==> config.mk <==
export PLATFORM = sky130hd
export DESIGN_NAME = header_parser_n
export DESIGN_NICKNAME = d
export VERILOG_FILES = /design/src/rtl/header_parser_n_pkg.sv /design/src/rtl/header_parser_n.sv
export SDC_FILE = /design/constraint.sdc
export NUM_CORES = 1
export LEC_CHECK = 0
export CAP_MARGIN = 20
export CORE_ASPECT_RATIO = 1.5
export CORE_MARGIN = 2
export CORE_UTILIZATION = 49
export CTS_CLUSTER_SIZE = 10
export DETAILED_ROUTE_END_ITERATION = 7
export DONT_BUFFER_PORTS = 1
export PLACE_DENSITY = 0.75
export SLEW_MARGIN = 10
export SYNTH_ARGS = -nofsm -noshare
export SYNTH_HDL_FRONTEND = slang
export SYNTH_SLANG_ARGS = --single-unit
export TNS_END_PERCENT = 50
==> constraint.sdc <==
create_clock -name clk -period 2.7 [get_ports clk]
set_input_delay 0.675 -clock clk [delete_from_list [all_inputs] [get_ports clk]]
set_output_delay 0.675 -clock clk [all_outputs]
set_load 0.02 [all_outputs]
==> src/rtl/header_parser_n_pkg.sv <==
// Shared definitions for the RX frame header parser.
// State encodings, default packet-type codes and the entry marker bit.
package header_parser_n_pkg;

  localparam logic [1:0] ST_IDLE = 2'd0;
  localparam logic [1:0] ST_HDR  = 2'd1;
  localparam logic [1:0] ST_WAIT = 2'd2;

  localparam logic [7:0] FRAG_CODE_DEF  = 8'hFF;
  localparam logic [7:0] EMPTY_CODE_DEF = 8'h00;

  // The marker sits just above the payload bits of a buffer entry.
  function automatic int marker_bit(input int data_w);
    return data_w;
  endfunction

endpackage

==> src/rtl/header_parser_n.sv <==
// Walks an RX buffer frame from its tail, captures the header bytes,
// counts consumed payload and releases the frame when it ends.
module header_parser_n
  import header_parser_n_pkg::*;
#(
  parameter int DATA_W = 8,
  parameter int ADDR_W = 9,
  parameter int HDR_BYTES = 2,
  parameter logic [DATA_W-1:0] FRAG_CODE = FRAG_CODE_DEF,
  parameter logic [DATA_W-1:0] EMPTY_CODE = EMPTY_CODE_DEF,
  parameter int CNT_W = 9
) (
  input  logic                        clk,
  input  logic                        rst,
  input  logic [DATA_W:0]             in_frame_data,
  input  logic                        in_frame_valid,
  input  logic [ADDR_W-1:0]           in_frame_tail,
  input  logic                        in_frame_next,
  output logic [ADDR_W-1:0]           in_frame_addr,
  output logic                        in_frame_latch_tail,
  output logic [HDR_BYTES*DATA_W-1:0] header_bytes,
  output logic [DATA_W-1:0]           header_eid,
  output logic                        header_done,
  output logic                        packet_is_empty,
  output logic                        is_fragment,
  output logic                        header_error,
  output logic [CNT_W-1:0]            payload_count,
  input  logic                        header_done_clear,
  input  logic                        error_clear
);

  localparam int MK = marker_bit(DATA_W);
  localparam int IDX_W = $clog2(HDR_BYTES);
  localparam logic [IDX_W-1:0] IDX_LAST = IDX_W'(HDR_BYTES - 1);

  logic [1:0]        state;
  logic [ADDR_W-1:0] offset;
  logic [IDX_W-1:0]  idx;
  logic [DATA_W-1:0] hdr_q [HDR_BYTES];

  logic              data_ok;
  logic              abort;
  logic              frame_end;
  logic              last;
  logic [DATA_W-1:0] byte_in;
  logic [DATA_W-1:0] byte1;

  assign data_ok   = ~in_frame_data[MK];
  assign byte_in   = in_frame_data[DATA_W-1:0];
  assign in_frame_addr = in_frame_tail + offset;
  assign abort     = (state == ST_HDR) && !in_frame_valid;
  assign frame_end = (state == ST_WAIT) && !in_frame_valid;
  assign in_frame_latch_tail = !rst && (abort || frame_end);
  assign last      = (idx == IDX_LAST);

  // Byte1 may be arriving this cycle (2-byte header) or already stored.
  assign byte1 = (idx == IDX_W'(1)) ? byte_in : hdr_q[1];

  for (genvar g = 0; g < HDR_BYTES; g++) begin : g_pack
    assign header_bytes[g*DATA_W +: DATA_W] = hdr_q[g];
  end

  assign header_eid = hdr_q[0];

  always_ff @(posedge clk) begin
    if (rst) begin
      state           <= ST_IDLE;
      offset          <= '0;
      idx             <= '0;
      header_done     <= 1'b0;
      is_fragment     <= 1'b0;
      packet_is_empty <= 1'b0;
      header_error    <= 1'b0;
      payload_count   <= '0;
      for (int i = 0; i < HDR_BYTES; i++) begin
        hdr_q[i] <= '0;
      end
    end else begin
      unique case (state)
        ST_IDLE: begin
          offset <= '0;
          if (in_frame_valid) begin
            offset        <= ADDR_W'(1);
            idx           <= '0;
            payload_count <= '0;
            state         <= ST_HDR;
          end
        end
        ST_HDR: begin
          if (!in_frame_valid) begin
            offset <= '0;
            state  <= ST_IDLE;
          end else if (data_ok) begin
            hdr_q[idx] <= byte_in;
            offset     <= offset + ADDR_W'(1);
            idx        <= idx + IDX_W'(1);
            if (last) begin
              header_done     <= 1'b1;
              is_fragment     <= (byte1 == FRAG_CODE);
              packet_is_empty <= (byte1 == EMPTY_CODE);
              state           <= ST_WAIT;
            end
          end
        end
        ST_WAIT: begin
          if (in_frame_next && (payload_count != '1)) begin
            payload_count <= payload_count + CNT_W'(1);
          end
          if (!in_frame_valid) begin
            offset <= '0;
            state  <= ST_IDLE;
          end else if (in_frame_next) begin
            offset <= offset + ADDR_W'(1);
          end
        end
        default: begin
          offset <= '0;
          state  <= ST_IDLE;
        end
      endcase

      if (abort) begin
        header_error <= 1'b1;
      end else if (error_clear) begin
        header_error <= 1'b0;
      end

      // Clearing wins over a same-cycle set above.
      if (header_done_clear || !in_frame_valid) begin
        header_done <= 1'b0;
      end
    end
  end

endmodule

-- Yosys cells after proc, flatten, opt, wreduce, memory -nomap -nowiden
Memories as Yosys holds them, arrays and structs flattened.
Index checks and enable logic that the tools add are counted.
- add/subtract/negate cells: 4
- eq/ne operators: 12
- multiplexer cells: 32
- bitwise operators: 1
- reduce and logical (&&, ||, !) cells: 20
- operator list (cell ; count):
    $mux W9 ; 6
    $pmux W9 S3 ; 1
    $add A9 B1 Y9 const B ; 2
    $pmux W9 S2 ; 1
    $mux W8 ; 2
    $mux W1 ; 15
    $reduce_and A4 Y1 ; 3
    $mux W2 ; 5
    $add A9 B9 Y9 ; 1
    $ne A3 B3 Y1 const B ; 3
    $ne A9 B9 Y1 const B ; 1
    $eq A8 B8 Y1 const B ; 1
    $logic_not A8 Y1 ; 1
    $ne A2 B2 Y1 const B ; 4
    $reduce_or A8 Y1 ; 1
    $pmux W2 S3 ; 1
    $reduce_bool A2 Y1 ; 3
    $logic_and A1 B1 Y1 ; 4
    $reduce_and A3 Y1 ; 1
    $eq A2 B1 Y1 const B ; 1
    $eq A2 B2 Y1 const B ; 1
    $logic_not A1 Y1 ; 2
    $logic_not A2 Y1 ; 1
    $logic_or A1 B1 Y1 ; 2
    other kinds (6) ; 6
- flip-flop bits (word level): 25
- RAM bits: 16
- input port bits: 24
- output and inout bits: 47
- word-level logic and storage cells: 78
- memories kept: 1
- memories (name ; depth ; bits a word ; rd ports ; clocked after Yosys merged registers in ; wr ports ; line ; RTL):
    hdr_q ; 2 ; 8 ; 2 ; 0 ; 2 ; header_parser_n.sv:39 ; logic [DATA_W-1:0] hdr_q [HDR_BYTES];

-- Depth between registers and ports, before layout
Gate-level depths: netlist (run 1).
- depth in word-level cells: 7
- depth in mapped cells: 8
- gate-level depth less buffers: 8

-- Worst setup path before layout (run 1)
Ideal clock, no wire load.
- kind: input-to-output
- start point: input port in_frame_tail[0]
- end point: output port in_frame_addr[8]
- arrival time: 2.359 ns
- path slack: -0.334 ns
- cell stages on the path: 6
- cells stage by stage: ha_1 fa_1 a21o_1 a2111oi_2 a21oi_1 xnor2_1
- longest elaborated chain between the ends: 1
- RTL lines (item ; line ; RTL):
    start, declared ; header_parser_n.sv:17 ; input logic [ADDR_W-1:0] in_frame_tail,
    $add A9 B9 Y9 ; header_parser_n.sv:50 ; assign in_frame_addr = in_frame_tail + offset;
    end, declared ; header_parser_n.sv:19 ; output logic [ADDR_W-1:0] in_frame_addr,
No other way between the ends.

-- Final worst setup path (run 1)
Ends and elaborated chain as after synthesis.

==> results of run 1 <==
[worst max-delay path, stage by stage]
cell and delay [ns]:
ha_4 0.14, fa_2 0.34, a21o_1 0.23, a2111oi_4 0.34
a21oi_2 0.11, xnor2_2 0.14, buf_4 0.16
[report_power, final]
group / switching (uW) / total (uW) / internal (uW)
sequential: 53.3 / 723 / 670
combinational: 145 / 245 / 99.9
clock: 223 / 595 / 372
[kinds of logic (layout without fill, tap and decap cells)]
kind of cell | count (synthesis) | count (layout) | share of synthesized area
compound gates | 52 | 52 | 0.157
buf+inv | 25 | 28 | 0.0581
mux | 3 | 3 | 0.0143
xor+xnor | 15 | 15 | 0.0555
fa+ha+maj | 17 | 17 | 0.0930
simple gates | 89 | 89 | 0.208
flops | 41 | 41 | 0.414
[registers in the layout (all words and copies together), names as in the netlist, 2 cells and up]
signal / count
state: 2
payload_count: 9
hdr_q: 16
offset: 9
[worst paths after layout]
check	start	end	slack, ns	cells past startpoint
setup / recovery	in_frame_tail[0]	in_frame_addr[8]	-0.11	7
hold reg to reg	offset[8]$_SDFFE_PP0P_	offset[8]$_SDFFE_PP0P_	0.49	2
setup reg to reg	payload_count[0]$_SDFFE_PP0P_	payload_count[5]$_SDFFE_PP0P_	0.59	8
hold / removal	rst	offset[1]$_SDFFE_PP0P_	0.43	1
[cell type report]
class | count | area (sq um) | area share
clock inverters | 3 | 68.8 | 0.0261
repair buffers | 10 | 75.1 | 0.0285
well taps | 66 | 82.6 | 0.0313
flip-flops and latches | 41 | 987 | 0.375
multi-input cells | 176 | 1320 | 0.499
clock buffers | 5 | 68.8 | 0.0261
inverters | 10 | 37.5 | 0.0142
[metrics by stage]
step           setup WS [ns]  TNS [ns]  cell area [sq um]  instances  utilization
2_1_floorplan         -0.115    -0.138               2410        242            -
3_3_place_gp          -0.167    -0.330               2460        302        0.519
3_5_place_dp          -0.185    -0.362               2460        302        0.519
4_1_cts               -0.117    -0.165               2630        310        0.555
5_1_grt               -0.178    -0.334               2640        311        0.557
6_report              -0.107    -0.149               2640        311        0.557
[layout by cell type, fill, tap and decap left out, types with 2 or more instances in the layout]
master,instances
a21oi_1,20
dfxtp_1,20
and2_1,18
nor2_1,16
edfxtp_1,16
ha_1,15
nand2_1,12
xnor2_1,11
inv_1,10
buf_4,10
nand3_1,7
o21ai_0,7
and3_1,5
or3_1,5
clkbuf_8,5
dfxtp_2,5
o211ai_1,4
nand4_1,4
a2111oi_2,4
a21o_1,3
nor4_1,3
nand2b_1,3
nand3b_1,3
or4_1,3
o31ai_1,3
or2_2,2
xnor2_2,2
nor3_1,2
mux2i_1,2
a211oi_1,2
bufinv_16,2
[timing repair]
item | in CTS | in global routing
hold endpoints to repair | 0 | 0
setup buffers | 0 | 1
pin swaps | 4 | 2
setup endpoints to repair | 3 | 4
gates resized for setup | 6 | 2
[routing by layer]
metal	wire length, um	vias up
met5	0	-
met4	74	0
met3	279	5
met2	2350	57
met1	1830	800
li1	-	871
==> results.json, run 1 <==
{
  "holdWs_ns": 0.429,
  "synth_area_sq_um": 2370,
  "firstDrtPassIters": 4,
  "violations": "setup timing",
  "drt-initial-drc-count": 23,
  "yosys_most_used_dff": "dfxtp_1",
  "fp.dieH_um": 89.2,
  "die_area_sq_um": 5420,
  "cp_max_fo": 2,
  "first_global_vias": 1619,
  "syn_avg_cell_area_sq_um": 9.79,
  "yosysSeqAreaShare": 0.414,
  "cp.arrival_ns": 2.13,
  "worst_slack_ns": -0.107,
  "max_slew.worst_pin.slew_ns": 0.685,
  "fillers": 461,
  "finClkSkew_ns": 0.00909,
  "fmax_mhz": 356,
  "synthCells": 242,
  "antennaDiodeCount": 0,
  "die_w_um": 60.8,
  "grt_util_all_layers": 0.172,
  "clockBufferDepth": 2,
  "rsz0062_at_grt": "true",
  "nets": 285,
  "antenna_left": 0,
  "antenna_found_initial": 0,
  "grt.busiest_layer": "met2",
  "fp-row-count": 31,
  "syn2layout_area_growth_pct": 11.3,
  "hold_violations": 0,
  "ios": 71,
  "use_met2": 0.310,
  "end_kind": "primary output",
  "postRouteWirelength_um": 4530,
  "power_density_nw_per_um2": 593,
  "globalRoute.totalOverflow": 0,
  "worstSetupStartpointType": "primary input",
  "ys_warn_count": 0,
  "synth_edf_count": 16,
  "finalPower_uw": 1560,
  "port-buffer-count": 0,
  "required_ns": 2.03,
  "htree_levels": 2,
  "criticalPathCategory": "primary input to primary output",
  "hold_class": "primary input to flop",
  "clock_latency_ns": 0.30,
  "grt_use_met1": 0.180,
  "place.gp.congestion": 0.779,
  "cts_tree": "built",
  "numClockSinks": 41,
  "postSynthNetCount": 283,
  "hold_buffers": 0,
  "synth.area.top_cells": "dfxtp_1, edfxtp_1, ha_1, xnor2_1, and2_1",
  "dp_hpwl_um": 3460,
  "drive_gt1_frac": 0.163,
  "post-synth-top-count-cell": "dfxtp_1",
  "finalSetupViolCount": 2,
  "drv_cap": 0,
  "vias_per_cell": 5.57,
  "period_share": 1.04,
  "grt_pass1_wl_um": 7060,
  "clk_pin_slew_worst_paths_ns": 0.08,
  "initial_core_util": 0.501,
  "synth_commonest_cells": "dfxtp_1, a21oi_1, and2_1",
  "via_count": 1733,
  "post-route-min-period_ns": 2.81,
  "status": "finished with violations",
  "root_buffer": "clkbuf_8",
  "slew_viol_final": 0,
  "synth_top_cell_by_area": "dfxtp_1",
  "cts_made_buffers": 5,
  "yosysTopAreaCellShare": 0.211,
  "ys_ff_latch": 41,
  "grt_max_degree": 17,
  "coreArea_sq_um": 4730,
  "drc": 0,
  "relSlewSlack": 0.542,
  "synthArstFlopShare": 0,
  "ys_types": 47,
  "irDropWorstVdd_mv": 0.299,
  "routedWlPerCell_um": 14.6,
  "p_leak_uw": 0.000962,
  "use_met3": 0.0535
}
Note: power is estimated with default switching activity, not from simulation.
==> run 2: changes to the inputs <==
- CELL_PAD_IN_SITES_DETAIL_PLACEMENT: not set -> 0
- CELL_PAD_IN_SITES_GLOBAL_PLACEMENT: not set -> 1
- CORE_UTILIZATION: 49 -> 43
- PLACE_DENSITY: 0.75 -> 0.85
==> results.json, run 2 (synthesized netlist as in run 1, its figures left out) <==
{
  "drc": 0,
  "numClockSinks": 41,
  "reg2reg_to": "payload_count[1]$_SDFFE_PP0P_",
  "post_cts_buffers": 0,
  "ios": 71,
  "root_buffer": "clkbuf_8",
  "worst_slack_ns": -0.103,
  "final_cell_mix": "dfxtp_1, a21oi_1, and2_1, nor2_1, edfxtp_1",
  "criticalPathCategory": "primary input to primary output",
  "reg.largest.list": "hdr_q: 16 flops, offset: 9 flops, payload_count: 9 flops",
  "irDropWorstVdd_mv": 0.318,
  "drive_gt1_frac": 0.152,
  "post-route-min-period_ns": 2.80,
  "grt_use_met1": 0.153,
  "cp.arrival_ns": 2.13,
  "grt_util_all_layers": 0.146,
  "clockBufferDepth": 2,
  "antenna_left": 0,
  "period_share": 1.04,
  "globalRoute.totalOverflow": 0,
  "grt.busiest_layer": "met2",
  "worstSetupStartpointType": "primary input",
  "finalSetupViolCount": 2,
  "final_common_cell": "dfxtp_1",
  "fillers": 513,
  "end_kind": "primary output",
  "final_util": 0.484,
  "vias_per_cell": 5.44,
  "worst-r2r-cell-count": 8,
  "initial_core_util": 0.438,
  "via_count": 1707,
  "drt-initial-drc-count": 57,
  "regToRegSetupSlack_ns": 0.60,
  "fp.dieH_um": 94.9,
  "nets": 284,
  "violations": "setup timing",
  "first_global_vias": 1610,
  "hold_class": "primary input to flop",
  "fmax_mhz": 357,
  "largest-register": "hdr_q",
  "firstDrtPassIters": 4,
  "coreArea_sq_um": 5410,
  "antennaDiodeCount": 0,
  "grt_max_degree": 17,
  "use_met2": 0.266,
  "htree_levels": 2,
  "die_w_um": 64.6,
  "largest_reg_flops": 16,
  "finClkSkew_ns": 0.00728,
  "worstHoldPathCells": 1,
  "rr_startpoint": "payload_count[0]$_SDFFE_PP0P_",
  "fp-row-count": 33,
  "cts_tree": "built",
  "grt_pass1_wl_um": 7080,
  "syn2layout_area_growth_pct": 10.6,
  "clk_pin_slew_worst_paths_ns": 0.08,
  "pre_cts_ws_ns": -0.174,
  "required_ns": 2.03,
  "use_met3": 0.0489,
  "die_area_sq_um": 6130,
  "cts_made_buffers": 5,
  "antenna_found_initial": 0,
  "routedWlPerCell_um": 14.0,
  "clock_latency_ns": 0.29,
  "worstHoldStart": "rst",
  "relSlewSlack": 0.543,
  "holdPathEnd": "offset[0]$_SDFFE_PP0P_",
  "dp_hpwl_um": 3410,
  "port-buffer-count": 0,
  "rsz0062_at_grt": "true",
  "postRouteWirelength_um": 4400,
  "slew_viol_final": 0,
  "place.gp.congestion": 0.732,
  "hold_violations": 0,
  "status": "finished with violations",
  "drv_cap": 0,
  "power_density_nw_per_um2": 593,
  "max_slew.worst_pin.slew_ns": 0.684,
  "p_leak_uw": 0.000955,
  "cp_max_fo": 2
}
run 2: layer usage:
| metal | vias up | share of wire |
|---|---|---|
| met5 | - | 0 |
| met4 | 0 | 0.014 |
| met3 | 7 | 0.062 |
| met2 | 48 | 0.52 |
| met1 | 789 | 0.40 |
| li1 | 863 | - |
run 2: where the power goes:
part | internal [uW] | switching (uW) | total [uW] | leakage (uW)
clock network | 372 | 214 | 586 | 0.0000687
registers | 670 | 53.5 | 723 | 0.000369
logic | 98.1 | 144 | 242 | 0.000517
total | 1140 | 412 | 1550 | 0.000955
run 2: how the worst max path moves through the flow:
stage | start | endpoint | slack (ns) | cells after the start
6_report | in_frame_tail[0] | in_frame_addr[8] | -0.10 | 7
5_1_grt | offset[0]$_SDFFE_PP0P_ | in_frame_addr[8] | -0.19 | 7
4_1_cts | in_frame_tail[0] | in_frame_addr[8] | -0.12 | 7
3_5_place_dp | in_frame_tail[0] | in_frame_addr[8] | -0.17 | 7
3_3_place_gp | in_frame_tail[0] | in_frame_addr[6] | -0.17 | 6
2_1_floorplan | in_frame_tail[0] | in_frame_addr[8] | -0.12 | 6
run 2: area by class of cell:
class                   instances  area [sq um]  area share
flip-flops and latches         41           985       0.376
inverters                      10          37.5      0.0143
multi-input cells             176          1300       0.498
repair buffers                  9          67.6      0.0258
clock buffers                   5          68.8      0.0263
well taps                      70          87.6      0.0334
clock inverters                 3          68.8      0.0263
run 2: repair_timing:
| action | in CTS | in global routing |
|---|---|---|
| resized for setup | 5 | 0 |
| pin swaps | 4 | 1 |
| setup endpoints to repair | 3 | 3 |
| hold buffers | 0 | 0 |
run 2: worst max-delay path: stages:
cell and delay (ns):
ha_4 0.14, fa_2 0.34, a21o_1 0.23, a2111oi_4 0.34, a21oi_2 0.11, xnor2_2 0.14
buf_4 0.16
run 2: through the flow:
| stage | cells | power [uW] | hold slack, ns | area (sq um) | setup TNS (ns) |
|---|---|---|---|---|---|
| final | 314 | 1550 | 0.431 | 2620 | -0.133 |
| after global routing | 314 | 1620 | 0.422 | 2620 | -0.343 |
| after CTS | 314 | 1570 | 0.422 | 2620 | -0.164 |
| after detailed placement | 306 | 980 | 0.484 | 2460 | -0.348 |
| after global placement | 306 | 978 | 0.474 | 2460 | -0.329 |
| after floorplan | 242 | 949 | 0.464 | 2410 | -0.138 |
==> run 3: changes to the inputs <==
- ABC_AREA: not set -> 1
- CORE_UTILIZATION: 43 -> 40
- CTS_CLUSTER_SIZE: 10 -> not set
- PLACE_DENSITY: 0.85 -> 0.84
- SLEW_MARGIN: 10 -> 40
==> results.json, run 3 <==
{
  "status": "completed",
  "clockBufferDepth": 2,
  "postRouteWirelength_um": 5360,
  "grt_util_all_layers": 0.171,
  "die_area_sq_um": 6800,
  "highest_layer": "met4",
  "ys_ff_latch": 41,
  "final_common_cell": "nand2_1",
  "setup_tns_ns": 0,
  "place_area_sq_um": 2510,
  "grt_max_degree": 14,
  "ys_types": 32,
  "dp_hpwl_um": 4250,
  "slew_viol_final": 0,
  "reg.largest.list": "hdr_q: 16 flops, offset: 9 flops, payload_count: 9 flops",
  "irDropWorstVdd_mv": 0.511,
  "ys_warn_count": 0,
  "p_sw_frac": 0.392,
  "cts_made_buffers": 5,
  "synthXorXnorAreaFrac": 0.0285,
  "yosys.area_share.simple": 0.280,
  "place.gp.congestion": 0.777,
  "port-buffer-count": 0,
  "hold_class": "primary input to flop",
  "end_kind": "primary output",
  "post-synth-top-count-cell": "nand2_1",
  "cpMaxStageDelayCell": "fa_2",
  "syn2layout_area_growth_pct": 7.54,
  "max_slew.worst_pin.slew_ns": 0.484,
  "power_density_nw_per_um2": 737,
  "synth_top_family_by_area": "simple AND/OR/NAND/NOR gates",
  "fp-row-count": 35,
  "regToRegSetupSlack_ns": 0.37,
  "reg2reg_to": "payload_count[4]$_SDFFE_PP0P_",
  "numClockSinks": 41,
  "required_ns": 2.03,
  "pwr-share-comb": 0.322,
  "hold_violations": 0,
  "grt_pass1_wl_um": 8880,
  "wl_met2_um": 2740,
  "cp_cell_sequence": "ha_1 > fa_2 > nand3_1 > nand2_1 > a21oi_2 > xor2_1 > buf_4",
  "rr_startpoint": "payload_count[0]$_SDFFE_PP0P_",
  "initial_core_util": 0.406,
  "fmax_mhz": 388,
  "pre_cts_ws_ns": 0.0642,
  "synth_edf_count": 16,
  "yosysSeqAreaShare": 0.399,
  "first_global_vias": 2049,
  "firstDrtPassIters": 4,
  "hold_buffers": 0,
  "synth_top_cell_by_area": "dfxtp_1",
  "post-route-min-period_ns": 2.58,
  "final_cell_mix": "nand2_1, nor2_1, inv_1, dfxtp_1, a21oi_1",
  "switchingPower_uw": 762,
  "finClkSkew_ns": 0.00659,
  "synth_compound_area_frac": 0.0978,
  "cp_max_fo": 4,
  "fillers": 653,
  "largest_reg_flops": 16,
  "root_buffer": "clkbuf_8",
  "routedWlPerCell_um": 13.1,
  "drv_cap": 0,
  "via_count": 2044,
  "largest-register": "hdr_q",
  "drt-initial-drc-count": 64,
  "clk_pin_slew_worst_paths_ns": 0.08,
  "postSynthNetCount": 372,
  "fp.dieH_um": 100,
  "crit_path_start": "offset[0]$_SDFFE_PP0P_",
  "power_frac_clock": 0.255,
  "worst_slack_ns": 0.119,
  "rsz0062_at_grt": "false",
  "muxShareOfSynthArea": 0,
  "antenna_left": 0,
  "coreArea_sq_um": 6040,
  "criticalPathCategory": "flop to primary output",
  "wl_met1_um": 2160,
  "stdcell_area_sq_um": 2640,
  "synthCells": 331,
  "worstSetupStartpointType": "flop",
  "clock_latency_ns": 0.30,
  "p_leak_uw": 0.00124,
  "crit_path_end": "in_frame_addr[6]",
  "yosys_most_used_dff": "dfxtp_1",
  "finalSetupViolCount": 0,
  "vias_per_cell": 5.01,
  "ios": 71,
  "htree_levels": 2,
  "nets": 374,
  "synthAdderAreaFrac": 0.0897,
  "max_stage_delay_ns": 0.36,
  "antenna_found_initial": 0,
  "holdWs_ns": 0.436,
  "antennaDiodeCount": 0,
  "drc": 0,
  "worstHoldStart": "rst",
  "globalRoute.totalOverflow": 0,
  "yosysTopAreaCellShare": 0.204,
  "synth_commonest_cells": "nand2_1, nor2_1, inv_1",
  "drive_gt1_frac": 0.0749,
  "synth_area_sq_um": 2460,
  "finalPower_uw": 1950,
  "syn_avg_cell_area_sq_um": 7.42,
  "relSlewSlack": 0.678,
  "die_w_um": 68.0,
  "p_int_uw": 1180,
  "cp.arrival_ns": 1.91,
  "synthArstFlopShare": 0,
  "worst-r2r-cell-count": 14,
  "cts_tree": "built",
  "synth.area.top_cells": "dfxtp_1, edfxtp_1, nand2_1, ha_1, nor2_1",
  "power_frac_seq": 0.423,
  "wl_met3_um": 349,
  "period_share": 0.956
}
[run 3: changes by cell type after synthesis, moves of 4 or more]
cell | previous run | this run
o21ai_0 | 7 | 15
o211ai_1 | 4 | 0
nor3_1 | 2 | 8
a2111oi_2 | 5 | 0
nand3_1 | 7 | 14
or3_1 | 5 | 0
nor2_1 | 16 | 47
and3_1 | 5 | 0
nand2_1 | 12 | 81
xnor2_1 | 14 | 3
inv_1 | 10 | 45
xor2_1 | 1 | 5
and2_1 | 18 | 0
[run 3: power groups by stage]
| stage | clock, uW | combinational, uW | sequential (uW) |
|---|---|---|---|
| global route | 535 | 728 | 836 |
| floorplan | 0 | 531 | 816 |
| CTS | 508 | 618 | 825 |
| detailed placement | 0 | 614 | 839 |
| global placement | 0 | 607 | 837 |
| finish | 496 | 626 | 824 |
[run 3: worst min path at each step]
stage | endpoint | slack, ns | cells after the start
after floorplan | offset[0]$_SDFFE_PP0P_ | 0.48 | 2
after global placement | offset[3]$_SDFFE_PP0P_ | 0.51 | 2
after detailed placement | offset[3]$_SDFFE_PP0P_ | 0.52 | 2
after CTS | offset[1]$_SDFFE_PP0P_ | 0.43 | 1
after global routing | offset[1]$_SDFFE_PP0P_ | 0.42 | 1
final | offset[1]$_SDFFE_PP0P_ | 0.44 | 1
[run 3: area by class of cell]
cell class | instances | area [sq um] | area share
clock inverters | 2 | 38.8 | 0.0147
clock buffers | 6 | 72.6 | 0.0275
repair buffers | 6 | 45.0 | 0.0171
well taps | 74 | 92.6 | 0.0351
multi-input cells | 232 | 1230 | 0.468
inverters | 47 | 176 | 0.0668
flip-flops and latches | 41 | 981 | 0.371
[run 3: critical path, delay by kind of cell, from the launching register on]
family	cells	cell delay [ns]
adder cells (fa/ha/maj)	2	0.60
XOR/XNOR	1	0.15
buffers and inverters	1	0.15
AND/OR/NAND/NOR	2	0.21
AO/OA/AOI/OAI	1	0.15
flip-flops	1	0.35
[run 3: per-stage QoR]
step                      utilization  instances
after floorplan                     -        331
after global placement          0.416        400
after detailed placement        0.416        400
after CTS                       0.434        408
after global routing            0.437        408
final                           0.437        408
[run 3: timing repair]
action                                  CTS  global route
setup buffers                             0             0
endpoints found under the setup margin    0             5
gates resized for setup                   0             4
[run 3: cells by family after synthesis]
family                     after synthesis
xor gates and xnor gates                 8
buffers and inverters                   58
and+or+nand+nor                        164
DFF                                     41
AOI/OAI and AO/OA                       43
adders and majority gates               17
[run 3: routing by layer]
metal / track usage / up-vias
met5: 0 / -
met4: 0.0754 / 0
met3: 0.0471 / 7
met2: 0.314 / 53
met1: 0.172 / 924
li1: - / 1060
